## src/rtl/bcd_conv_arbiter_if.sv

```systemverilog
// bcd_conv_arbiter_if: request/grant/result bundle for the shared BCD converter.
// master = requester side (req, val_in out); slave = converter side.
interface bcd_conv_arbiter_if #(
  parameter int NREQ   = 2,
  parameter int WIDTH  = 14,
  parameter int DIGITS = 4
);
  logic [NREQ-1:0]       req;
  logic [NREQ*WIDTH-1:0] val_in;
  logic [NREQ-1:0]       gnt;
  logic                  busy;
  logic [NREQ-1:0]       done;
  logic [4*DIGITS-1:0]   bcd_out;
  logic                  ovf;

  modport master (
    output req, val_in,
    input  gnt, busy, done, bcd_out, ovf
  );

  modport slave (
    input  req, val_in,
    output gnt, busy, done, bcd_out, ovf
  );
endinterface

```

## src/rtl/bcd_conv_arbiter.sv

```systemverilog
// bcd_conv_arbiter: round-robin shared shift-and-add-3 binary-to-BCD converter.
// Ports: clk, rst (async, active-high), bus (slave: req/val_in in; gnt/busy/done/bcd_out/ovf out).
// Optional: define BCD_BLANK_LEAD_EN to blank leading zero digits with 4'hF.
module bcd_conv_arbiter #(
  parameter int NREQ   = 2,
  parameter int WIDTH  = 14,
  parameter int DIGITS = 4
) (
  input  logic clk,
  input  logic rst,
  bcd_conv_arbiter_if.slave bus
);

  localparam int BW = 4 * DIGITS;
  localparam int AW = BW + 4;
  localparam int PW = $clog2(NREQ);
  localparam int CW = $clog2(WIDTH + 1);

  function automatic logic [31:0] pow10(input int n);
    logic [31:0] p;
    p = 32'd1;
    for (int i = 0; i < n; i++) p = p * 32'd10;
    return p;
  endfunction

  localparam logic [31:0] MAXV = pow10(DIGITS) - 32'd1;

  typedef enum logic [1:0] {
    IDLE,
    SHIFT,
    DONE
  } state_t;

  state_t state, nstate;

  logic [PW-1:0]    ptr;
  logic [PW-1:0]    win;
  logic             any;
  logic [WIDTH-1:0] opnd;
  logic [WIDTH-1:0] sh;
  logic [AW-1:0]    acc;
  logic [AW-1:0]    acc_adj;
  logic [CW-1:0]    cnt;
  logic             ovf_q;
  logic [NREQ-1:0]  gnt_q;
  logic [NREQ-1:0]  done_q;
  logic [BW-1:0]    bcd_q;
  logic             ovf_o;
  logic [BW-1:0]    bcd_fmt;

  assign bus.gnt     = gnt_q;
  assign bus.done    = done_q;
  assign bus.bcd_out = bcd_q;
  assign bus.ovf     = ovf_o;
  assign bus.busy    = (state != IDLE);

  // Search starts one past the last winner and wraps.
  always_comb begin
    win = ptr;
    any = 1'b0;
    for (int k = 1; k <= NREQ; k++) begin
      if (!any && bus.req[(int'(ptr) + k) % NREQ]) begin
        any = 1'b1;
        win = PW'((int'(ptr) + k) % NREQ);
      end
    end
  end

  assign opnd = bus.val_in[int'(win)*WIDTH +: WIDTH];

  // Top digit included so the spare nibble absorbs any carry.
  always_comb begin
    acc_adj = acc;
    for (int d = 0; d <= DIGITS; d++) begin
      if (acc[4*d +: 4] >= 4'd5)
        acc_adj[4*d +: 4] = acc[4*d +: 4] + 4'd3;
    end
  end

`ifdef BCD_BLANK_LEAD_EN
  logic lead;
  always_comb begin
    bcd_fmt = acc[BW-1:0];
    lead    = 1'b1;
    for (int i = DIGITS - 1; i > 0; i--) begin
      if (lead && bcd_fmt[4*i +: 4] == 4'd0)
        bcd_fmt[4*i +: 4] = 4'hF;
      else
        lead = 1'b0;
    end
  end
`else
  always_comb begin
    bcd_fmt = acc[BW-1:0];
  end
`endif

  always_ff @(posedge clk or posedge rst) begin
    if (rst) state <= IDLE;
    else     state <= nstate;
  end

  always_comb begin
    nstate = state;
    unique case (state)
      IDLE:    if (any) nstate = SHIFT;
      SHIFT:   if (cnt == '0) nstate = DONE;
      DONE:    nstate = IDLE;
      default: nstate = IDLE;
    endcase
  end

  always_ff @(posedge clk or posedge rst) begin
    if (rst) begin
      ptr    <= PW'(NREQ - 1);
      sh     <= '0;
      acc    <= '0;
      cnt    <= '0;
      ovf_q  <= 1'b0;
      gnt_q  <= '0;
      done_q <= '0;
      bcd_q  <= '0;
      ovf_o  <= 1'b0;
    end else begin
      gnt_q  <= '0;
      done_q <= '0;
      unique case (state)
        IDLE: begin
          if (any) begin
            gnt_q <= NREQ'(1) << win;
            ptr   <= win;
            sh    <= opnd;
            acc   <= '0;
            cnt   <= CW'(WIDTH - 1);
            ovf_q <= ({{(32-WIDTH){1'b0}}, opnd} > MAXV);
          end
        end
        SHIFT: begin
          acc <= {acc_adj[AW-2:0], sh[WIDTH-1]};
          sh  <= {sh[WIDTH-2:0], 1'b0};
          cnt <= cnt - CW'(1);
        end
        DONE: begin
          done_q <= NREQ'(1) << ptr;
          bcd_q  <= ovf_q ? {DIGITS{4'h9}} : bcd_fmt;
          ovf_o  <= ovf_q;
        end
        default: ;
      endcase
    end
  end

endmodule

```

## src/flat_wrapper.sv

```systemverilog
// flat-port wrapper written by rule: the top's interface ports become plain ports
module bcd_conv_arbiter_flat 
#(
  parameter int NREQ   = 2,
  parameter int WIDTH  = 14,
  parameter int DIGITS = 4
)
  (clk, rst, bus_req, bus_val_in, bus_gnt, bus_busy, bus_done, bus_bcd_out, bus_ovf);
  bcd_conv_arbiter_if #(.NREQ(NREQ), .WIDTH(WIDTH), .DIGITS(DIGITS)) bus_i ();
  input  logic clk;
  input  logic rst;
  input wire logic [$bits(bus_i.req)-1:0] bus_req;
  input wire logic [$bits(bus_i.val_in)-1:0] bus_val_in;
  output wire logic [$bits(bus_i.gnt)-1:0] bus_gnt;
  output wire logic [$bits(bus_i.busy)-1:0] bus_busy;
  output wire logic [$bits(bus_i.done)-1:0] bus_done;
  output wire logic [$bits(bus_i.bcd_out)-1:0] bus_bcd_out;
  output wire logic [$bits(bus_i.ovf)-1:0] bus_ovf;
  assign bus_i.req = bus_req;
  assign bus_i.val_in = bus_val_in;
  assign bus_gnt = bus_i.gnt;
  assign bus_busy = bus_i.busy;
  assign bus_done = bus_i.done;
  assign bus_bcd_out = bus_i.bcd_out;
  assign bus_ovf = bus_i.ovf;
  bcd_conv_arbiter #(.NREQ(NREQ), .WIDTH(WIDTH), .DIGITS(DIGITS)) u_core (.clk(clk), .rst(rst), .bus(bus_i));
endmodule
```

## config.mk

```make
export PLATFORM = sky130hd
export DESIGN_NAME = bcd_conv_arbiter_flat
export DESIGN_NICKNAME = d
export VERILOG_FILES = /design/src/rtl/bcd_conv_arbiter_if.sv /design/src/rtl/bcd_conv_arbiter.sv /design/src/flat_wrapper.sv
export SDC_FILE = /design/constraint.sdc
export NUM_CORES = 1
export LEC_CHECK = 0
export CORE_MARGIN = 8
export CORE_UTILIZATION = 54
export CTS_BUF_LIST = sky130_fd_sc_hd__clkbuf_8
export DETAILED_ROUTE_END_ITERATION = 8
export PLACE_DENSITY = 0.82
export SLEW_MARGIN = 20
export SYNTH_ARGS = -nofsm -noshare
export SYNTH_HDL_FRONTEND = slang
export SYNTH_SLANG_ARGS = --single-unit
```

## constraint.sdc

```tcl
create_clock -name clk -period 2.75 [get_ports clk]
set_input_delay 0.6875 -clock clk [delete_from_list [all_inputs] [get_ports clk]]
set_output_delay 0.6875 -clock clk [all_outputs]
set_load 0.03 [all_outputs]
```

==> impl_metrics.env <==
export IMPL_status="completed"
export IMPL_synth_area_um2=3020
export IMPL_die_h_um=90.7
export IMPL_gp_congestion=0.825
export IMPL_grt_pass1_wl_um=12200
export IMPL_hpwl_um=4980
export IMPL_n_antenna_cell=0
export IMPL_grt_start_max_net_pins=33
export IMPL_nets=411
export IMPL_max_slew_margin_rel_pct=50.8
export IMPL_antenna_found_initial=0
export IMPL_die_w_um=90.7
export IMPL_hold_end="u_core.bus.bcd_out[1]"
export IMPL_cts_resized_gates=0
export IMPL_start_kind="register"
export IMPL_rows=27
export IMPL_min_path_cells=2
export IMPL_cts_sinks=59
export IMPL_required_ps=2060
export IMPL_tightest_slew_ps=737
export IMPL_ys_ff_latch=59
export IMPL_rrSetupSlack_ps=990
export IMPL_dominantRegCellSynth="dfrtp_1"
export IMPL_io_buffers=53
export IMPL_first_global_vias=2617
export IMPL_clk_latency_ps=330
export IMPL_worst_ir_drop_vdd_mv=0.504
export IMPL_post_cts_buffers=0
export IMPL_fin_crit_ps=2300
export IMPL_wl_met3_um=381
export IMPL_crit_path_end_kind="output pin"
export IMPL_tritoncts="built"
export IMPL_yosysUniqueCellTypes=38
export IMPL_grt_overflow_total=0
export IMPL_synth_edf_count=0
export IMPL_cts_buffer_depth=2
export IMPL_drtPass1Iterations=4
export IMPL_syn_area_per_cell_um2=9.54
export IMPL_power_leakage_nw=1.64
export IMPL_vias=2490
export IMPL_r2r_start="u_core.acc[5]"
export IMPL_via_per_inst=5.57
export IMPL_min_from="u_core.bus.bcd_out[1]"
export IMPL_cp_arrival_ps=1610
export IMPL_finalClockSkew_ps=5.75
export IMPL_final_layout_size_suffix_gt1_share_pct=13.1
export IMPL_ios=54
export IMPL_hold_viol=0
export IMPL_drc=0
export IMPL_synth_fp_nets=357
export IMPL_ctsHtreeMaxLevel=3
export IMPL_cts_root_buf="clkbuf_8"
export IMPL_area_growth_pct=27.4
export IMPL_drtAntennaViolNets=0
export IMPL_die_area_um2=8230
export IMPL_max_cap_viol_count=0
export IMPL_n_fill_cell=414
export IMPL_start_util_pct=55.4
export IMPL_seq_area_frac_synth_pct=49.0
export IMPL_path_max_fanout=4
export IMPL_numCtsBuffers=9
export IMPL_p_per_area_nw_per_um2=1090
export IMPL_top_layer="met4"
export IMPL_synthCells=316
export IMPL_r2r_end="u_core.acc[6]"
export IMPL_wl_met2_um=3500
export IMPL_wl_um=6950
export IMPL_clk_transition_reported_paths_ps=60
export IMPL_wl_met1_um=2910
export IMPL_drv_slew=0
export IMPL_rsz0062_at_grt="no"
export IMPL_max_freq_mhz=434
export IMPL_drt_initial_drc_count=116
export IMPL_hold_buffers=0
export IMPL_final_util_pct=70.6
export IMPL_grtUsageTotal_pct=18.0
export IMPL_min_path_type="reg2reg"
export IMPL_r2r_cells=6
export IMPL_finalCritPeriodShare_pct=83.7
export IMPL_ys_warn_count=0
export IMPL_fin_setup_tns_ps=0
export IMPL_synthArstFlopShare_pct=100
export IMPL_final_setup_viol_count=0
export IMPL_core_um2=5440
export IMPL_path_class="reg2out"
export IMPL_wire_per_inst_um=15.6
[where the power goes]
group | leakage [nW] | total, mW | switching [mW] | internal (mW)
Combinational | 0.804 | 1.87 | 1.04 | 0.825
Sequential | 0.732 | 1.50 | 0.280 | 1.22
Clock | 0.108 | 0.822 | 0.333 | 0.489
Total | 1.64 | 4.19 | 1.65 | 2.53
[cell families (layout without fill, tap and decap cells)]
logic type | count (synthesis) | count (layout) | share of synthesized area [%]
compound gates | 88 | 88 | 18.7
xor+xnor | 7 | 7 | 2.03
fa+ha+maj | 9 | 9 | 3.73
buf+inv | 34 | 93 | 5.15
flops | 59 | 59 | 49.0
mux | 7 | 7 | 2.53
simple gates | 112 | 112 | 18.8
[layout make-up]
class,count,area (um2),share of cell area [%]
well taps,72,90.1,2.35
repair buffers,65,633,16.5
inverters,12,45.0,1.17
clock inverters,4,47.5,1.24
clock buffers,12,165,4.30
multi-input cells,223,1380,36.0
flip-flops and latches,59,1480,38.5
[synthesized netlist by cell type, types with 2 or more instances]
cell type / instances / area (um2)
a211oi_1: 2 / 15.0
a211oi_2: 7 / 87.6
a21oi_1: 8 / 40.0
a31oi_1: 3 / 18.8
a32o_1: 4 / 40.0
and3_1: 4 / 25.0
buf_2: 10 / 50.1
buf_6: 2 / 22.5
clkbuf_1: 10 / 37.5
dfrtp_1: 58 / 1450
ha_1: 9 / 113
inv_1: 12 / 45.0
mux2_2: 5 / 56.3
mux2i_1: 2 / 20.0
nand2_1: 43 / 161
nand2b_1: 10 / 62.6
nand3_1: 15 / 75.1
nor2_1: 14 / 52.6
nor2_2: 2 / 12.5
nor2b_1: 3 / 18.8
nor3b_1: 7 / 52.6
nor4_1: 3 / 18.8
nor4_2: 2 / 25.0
o21a_1: 5 / 37.5
o21ai_0: 43 / 215
o21ai_1: 8 / 40.0
o31ai_1: 5 / 37.5
or2_1: 2 / 12.5
or3_1: 4 / 25.0
xnor2_1: 6 / 52.6
[metal layers]
layer	up-vias	GRT usage (%)
met4	0	9.02
met2	73	29.4
met5	-	0
met3	12	4.49
met1	1195	21.6
li1	1210	-
[metrics by stage]
stage | setup WS, ps | hold WS [ps] | std cells | area, um2 | power (mW)
floorplan | 608 | 445 | 316 | 3020 | 2.78
global placement | 618 | 458 | 431 | 3630 | 3.25
detailed placement | 552 | 465 | 431 | 3630 | 3.36
CTS | 435 | 480 | 447 | 3840 | 4.21
global route | 414 | 501 | 447 | 3840 | 4.49
finish | 448 | 476 | 447 | 3840 | 4.19
[worst max-delay path by stage]
stage | startpoint | to | slack [ps]
floorplan | rst | u_core.acc[0] | 610
global placement | bus_req[1] | u_core.ovf_q | 620
finish | u_core.state[0] | bus_busy | 450
global route | u_core.state[0] | bus_busy | 410
detailed placement | bus_req[1] | u_core.ovf_q | 550
CTS | u_core.state[0] | bus_busy | 440
[worst max-delay path, stage by stage, from the launching register on]
cell	delay (ps)
dfrtp_1	400
or2_4	290
clkdlybuf4s50_1	600
[sequential cells by signal, summed over array words and instances, names as in the netlist]
name / flops
u_core.acc: 16
u_core.bus.bcd_out: 16
u_core.sh: 14
u_core.cnt: 4
u_core.bus.done: 2
u_core.bus.gnt: 2
u_core.state: 2
u_core.bus.ovf: 1
u_core.ovf_q: 1
u_core.ptr: 1
[placed cells by master (no fill, tap or decap), types with 6 or more instances in the layout]
master / instances
inv_1: 11
dfrtp_1: 58
nand2b_1: 10
nand3_1: 15
nor3b_1: 7
clkbuf_8: 12
buf_4: 11
o21ai_0: 43
clkdlybuf4s50_1: 53
ha_1: 9
nand2_1: 43
a21oi_1: 8
nor2_1: 14
o21ai_1: 8
a211oi_2: 7
xnor2_1: 6
No activity file was read; power rests on OpenSTA's default activity.
==> edit 1, RTL diff (same flow settings) <==
Build with the macro `BCD_BLANK_LEAD_EN` defined.
--- a/src/rtl/bcd_conv_arbiter.sv
+++ b/src/rtl/bcd_conv_arbiter.sv
@@ -1,6 +1,8 @@
 // bcd_conv_arbiter: round-robin shared shift-and-add-3 binary-to-BCD converter.
 // Ports: clk, rst (async, active-high), bus (slave: req/val_in in; gnt/busy/done/bcd_out/ovf out).
 // Optional: define BCD_BLANK_LEAD_EN to blank leading zero digits with 4'hF.
+`define BCD_BLANK_LEAD_EN
+
 module bcd_conv_arbiter #(
   parameter int NREQ   = 2,
   parameter int WIDTH  = 14,
Check against the original RTL: no difference found for any inputs over 10 cycles, from zero or initial values and one cycle with rst high; that may be too few to reach the edited logic, so the function may still have changed.
==> edit 1 against the original RTL <==
  * Die area rose by 1.6%
  * Core utilization fell by 1.4 points
  * Cell count increased by 1.3%
  * Wire length down 4.1%
  * Via count is 0.96% higher
  * Clock skew is 2.0 ps higher
  * Sequential cell count unchanged
  * Total power down 1.0%
  * Fmax decreased by 0.11%
  * Cell area fell by 0.75%
  * Worst setup slack worse by 2.6 ps
  * Area after synthesis increased by 2.0%
  * Largest cell class unchanged
  * Highest routed layer unchanged
==> edit 1: results (changes against the original RTL) <==
* Headroom to the max-slew limit at 38.6% (-12 points)
* Multi-input comb cells at 236 (+5.8%)
* Post-Syn Nets at 369 (+3.4%)
* Signal buffers at 59 (-9.2%)
* Via count of the first global-routing pass at 2559 (-2.2%)
* Synth unique cells at 44 (+16%)
* GRT met2 Usage at 26.7% (-2.7 points)
* Net count, final at 419 (+1.9%)
* Half-perimeter wire length after placement at 4.76 mm (-4.6%)
* First-pass GRT wire length at 11.7 mm (-3.6%)
* Final estimated routing congestion in global placement at 0.820 (-0.63%)
* Final design utilization at 69.2% (-1.4 points)
* Worst hold margin at 473 ps (-3.58 ps)
* Layout area overhead at 24.0%
* Leak Pwr at 1.68 nW (+2.4%)
* Origin of the critical flop-to-flop path: u_core.ptr
* Clk cell area share at 4.53% (-1.0 points)
* Per-cell via count in the routed design at 5.55 (-0.37%)
* Fill cell total of the finished layout at 439 (+6.0%)
* Area used by multi-input combinational logic at 1440 um^2 (+4.3%)
* Placed Area at 3640 um^2 (+0.31%)
* Share of final-layout standard cells stronger than drive strength 1 at 9.45% (-3.6 points)
* Maximum achievable frequency at 0.434 GHz (-0.11%)
* Largest fanout on the critical path at 5 (+1)
* Worst Hold Launch: u_core.bus.bcd_out[3]
* Layout inverter count without the clock tree at 11 (-1)
* Power density relative to cell area at 1090 nW/um^2 (-0.29%)
* Synth top area cells: sky130_fd_sc_hd__dfrtp_1, sky130_fd_sc_hd__o21ai_0, sky130_fd_sc_hd__nand2_1
* CLK BUF at 11 (-1)
* Maximum number of pins on one net before global-route repair at 60 (+82%)
* Critical R2R Capture: u_core.ovf_q
* Register-to-register path setup slack at 830 ps (-160 ps)
* Non-clock buffer share of cell area at 15.4% (-1.1 points)
* Flip-flop and latch share of the layout cell area at 38.8% (+0.29 points)
* Post-placement worst setup slack at 315 ps (-237 ps)
* Most common library cells after synthesis: sky130_fd_sc_hd__dfrtp_1, sky130_fd_sc_hd__nand2_1, sky130_fd_sc_hd__o21ai_0, sky130_fd_sc_hd__nor2_1, sky130_fd_sc_hd__and3_1
* Result of the run: finished clean
* Global-route total usage across every layer at 17.1% (-0.97 points)
* Number of cell instances on the worst register-to-register path at 4 (-2)
* Global routing met1 resource utilization at 20.1% (-1.5 points)
==> edit 1: cell types whose count changed after synthesis, sizes merged, moves of 3 or more <==
cell	unedited run	this run
buf	12	9
a32o	4	0
nor3b	7	4
nor3	0	8
or3	4	0
and3	4	14
o21ai	51	48
nand2b	10	6
o31ai	5	8
a211oi	9	12
o21a	5	1
nand2	43	47
==> edit 1: routing by layer <==
layer	share of wire [%]	vias up
li1	-	1240
met3	6.9	15
met2	45	82
met1	46	1177
met4	2.2	0
met5	0	-
==> edit 1: report_power, final <==
group          switching (mW)  leakage [nW]  internal (mW)  total, mW
registers               0.316         0.731           1.24       1.56
clock network           0.324         0.103          0.363      0.687
logic                    1.07         0.850          0.825       1.90
total                    1.71          1.68           2.43       4.14
==> edit 1: logic make-up after synthesis <==
kind of cell,after synthesis,share of synthesized area [%]
muxes,6,2.08
adders and majority gates,11,4.48
DFF,59,48.1
AOI/OAI and AO/OA,87,18.2
xor gates and xnor gates,8,2.28
and+or+nand+nor,124,19.9
buffers and inverters,31,5.01
==> edit 2, RTL diff (config.mk and constraints unchanged) <==
Made on the original files. Re-encode `state_t` (3 states) as one-hot, 3 bits wide.
--- a/src/rtl/bcd_conv_arbiter.sv
+++ b/src/rtl/bcd_conv_arbiter.sv
@@ -25,10 +25,10 @@
 
   localparam logic [31:0] MAXV = pow10(DIGITS) - 32'd1;
 
-  typedef enum logic [1:0] {
-    IDLE,
-    SHIFT,
-    DONE
+  typedef enum logic [2:0] {
+    IDLE  = 3'b001,
+    SHIFT = 3'b010,
+    DONE  = 3'b100
   } state_t;
 
   state_t state, nstate;
Check against the original RTL: same outputs for any inputs over 10 cycles, from zero or initial values and one cycle with rst high; not proved beyond that.
==> edit 2 against the original RTL <==
  * Register-to-register slack worse by 350 ps
  * Worst setup slack worse by 320 ps
  * Sequential power decreased by 17%
  * Non-clock buffer count decreased by 6
  * Sequential cell count rose by 1
  * Area after synthesis increased by 0.37%
  * First-iteration DRC count increased by 34%
  * Cell area is 0.23% higher
  * Total power fell by 21%
  * Wire length down 3.5%
  * Critical path type unchanged
  * Highest routed layer unchanged
==> edit 2: results (changes against the original RTL) <==
* Largest fanout on the critical path at 4 (unchanged)
* Leak Pwr at 1.65 nW (+0.64%)
* Fin crit share at 95.3% (+12 points)
* Arrival time at the worst endpoint at 1930 ps (+320 ps)
* Share of final-layout standard cells stronger than drive strength 1 at 12.7% (-0.33 points)
* Synth unique cells at 41 (+7.9%)
* Final wirelength at 6.71 mm (-3.5%)
* Final estimated routing congestion in global placement at 0.831 (+0.70%)
* Kind of cell with the highest combined delay on the critical path: buffers and inverters
* Post-Syn Nets at 354 (-0.84%)
* Via count of the first global-routing pass at 2487 (-5.0%)
* Transition time at the pin with the least slew margin at 843 ps (+106 ps)
* Synth top area cells: sky130_fd_sc_hd__dfrtp_1, sky130_fd_sc_hd__nand2_1, sky130_fd_sc_hd__a211oi_2
* Result of the run: finished clean
* GR Layer Usage met3 at 6.32% (+1.8 points)
* Global-route total usage across every layer at 17.2% (-0.85 points)
* Peak supply drop at 0.000595 V (+18%)
* Post-placement worst setup slack at 331 ps (-221 ps)
* Switching component of the power at 1.19 mW (-28%)
* Half-perimeter wire length after placement at 4.72 mm (-5.3%)
* Portion of the post-synthesis area used by sequential elements at 49.7% (+0.69 points)
* Fill cell total of the finished layout at 427 (+3.1%)
* Per-cell via count in the routed design at 5.56 (-0.27%)
* Gates resized, CTS repair at 0 (unchanged)
* Net count, final at 405 (-1.5%)
* GRT met2 Usage at 26.7% (-2.6 points)
* Most common library cells after synthesis: sky130_fd_sc_hd__nand2_1, sky130_fd_sc_hd__dfrtp_1, sky130_fd_sc_hd__o21ai_0, sky130_fd_sc_hd__and3_1
* Number of placed instances with taps included at 425 (-1.4%)
* Clock skew after layout at 7.00 ps (+1.25 ps)
* Maximum number of pins on one net before global-route repair at 61 (+85%)
* Global routing met1 resource utilization at 20.5% (-1.2 points)
* Per-instance average area after synthesis at 9.67 um^2 (+1.3%)
* First-pass GRT wire length at 11.6 mm (-4.7%)
* Iter 0 DRT Violations at 155 (+34%)
-- edit 2: cells by family after synthesis --
group | synth area share (%)
AO/OA/AOI/OAI | 20.6
XOR/XNOR | 1.74
adder cells (fa/ha/maj) | 3.72
buffers and inverters | 4.63
flip-flops | 49.7
multiplexers | 1.82
AND/OR/NAND/NOR | 17.8
-- edit 2: power groups by stage --
stage / clock network, mW / logic [mW] / registers [mW]
floorplan: 0 / 0.849 / 1.25
global placement: 0 / 1.10 / 1.25
detailed placement: 0 / 1.14 / 1.26
CTS: 0.931 / 1.16 / 1.25
global route: 0.976 / 1.28 / 1.28
finish: 0.918 / 1.16 / 1.25
-- edit 2: path summary, 6_finish.rpt --
check | startpoint | endpoint | slack (ps) | depth (start not counted)
min reg2reg | u_core.bus.bcd_out[8] | u_core.bus.bcd_out[8] | 470 | 2
min in group asynchronous | rst | u_core.acc[3] | 720 | 3
min | u_core.bus.bcd_out[8] | u_core.bus.bcd_out[8] | 470 | 2
max reg2reg | u_core.state[0] | u_core.sh[6] | 640 | 5
max in group asynchronous | rst | u_core.ptr | 1740 | 3
max | u_core.state[0] | bus_busy | 130 | 2
-- edit 2: worst register-to-register path, delay by kind of cell (launching register included) --
family / cells / cell delay, ps
buffers and inverters: 1 / 280
DFF: 1 / 560
and+or+nand+nor: 2 / 880
AOI/OAI and AO/OA: 2 / 270
-- edit 2: area by class of cell --
class	instances	area share [%]
Clock buffer	12	4.29
Clock inverter	4	1.82
Inverter	12	1.17
Multi-Input combinational cell	222	36.0
Sequential cell	60	39.1
Tap cell	72	2.34
Timing Repair Buffer	59	15.3
-- edit 2: per-layer routing --
layer,vias up,part of all wire [%]
met5,-,0
met4,0,1.9
met3,13,7.9
met2,79,45
met1,1151,45
li1,1207,-
-- edit 2: metrics by stage --
stage               cell area (um^2)  util (%)  hold slack (ps)
floorplan                       3030         -              443
global placement                3610      66.0              449
detailed placement              3610      66.0              458
CTS                             3850      70.3              473
global route                    3850      70.3              494
finish                          3850      70.3              469
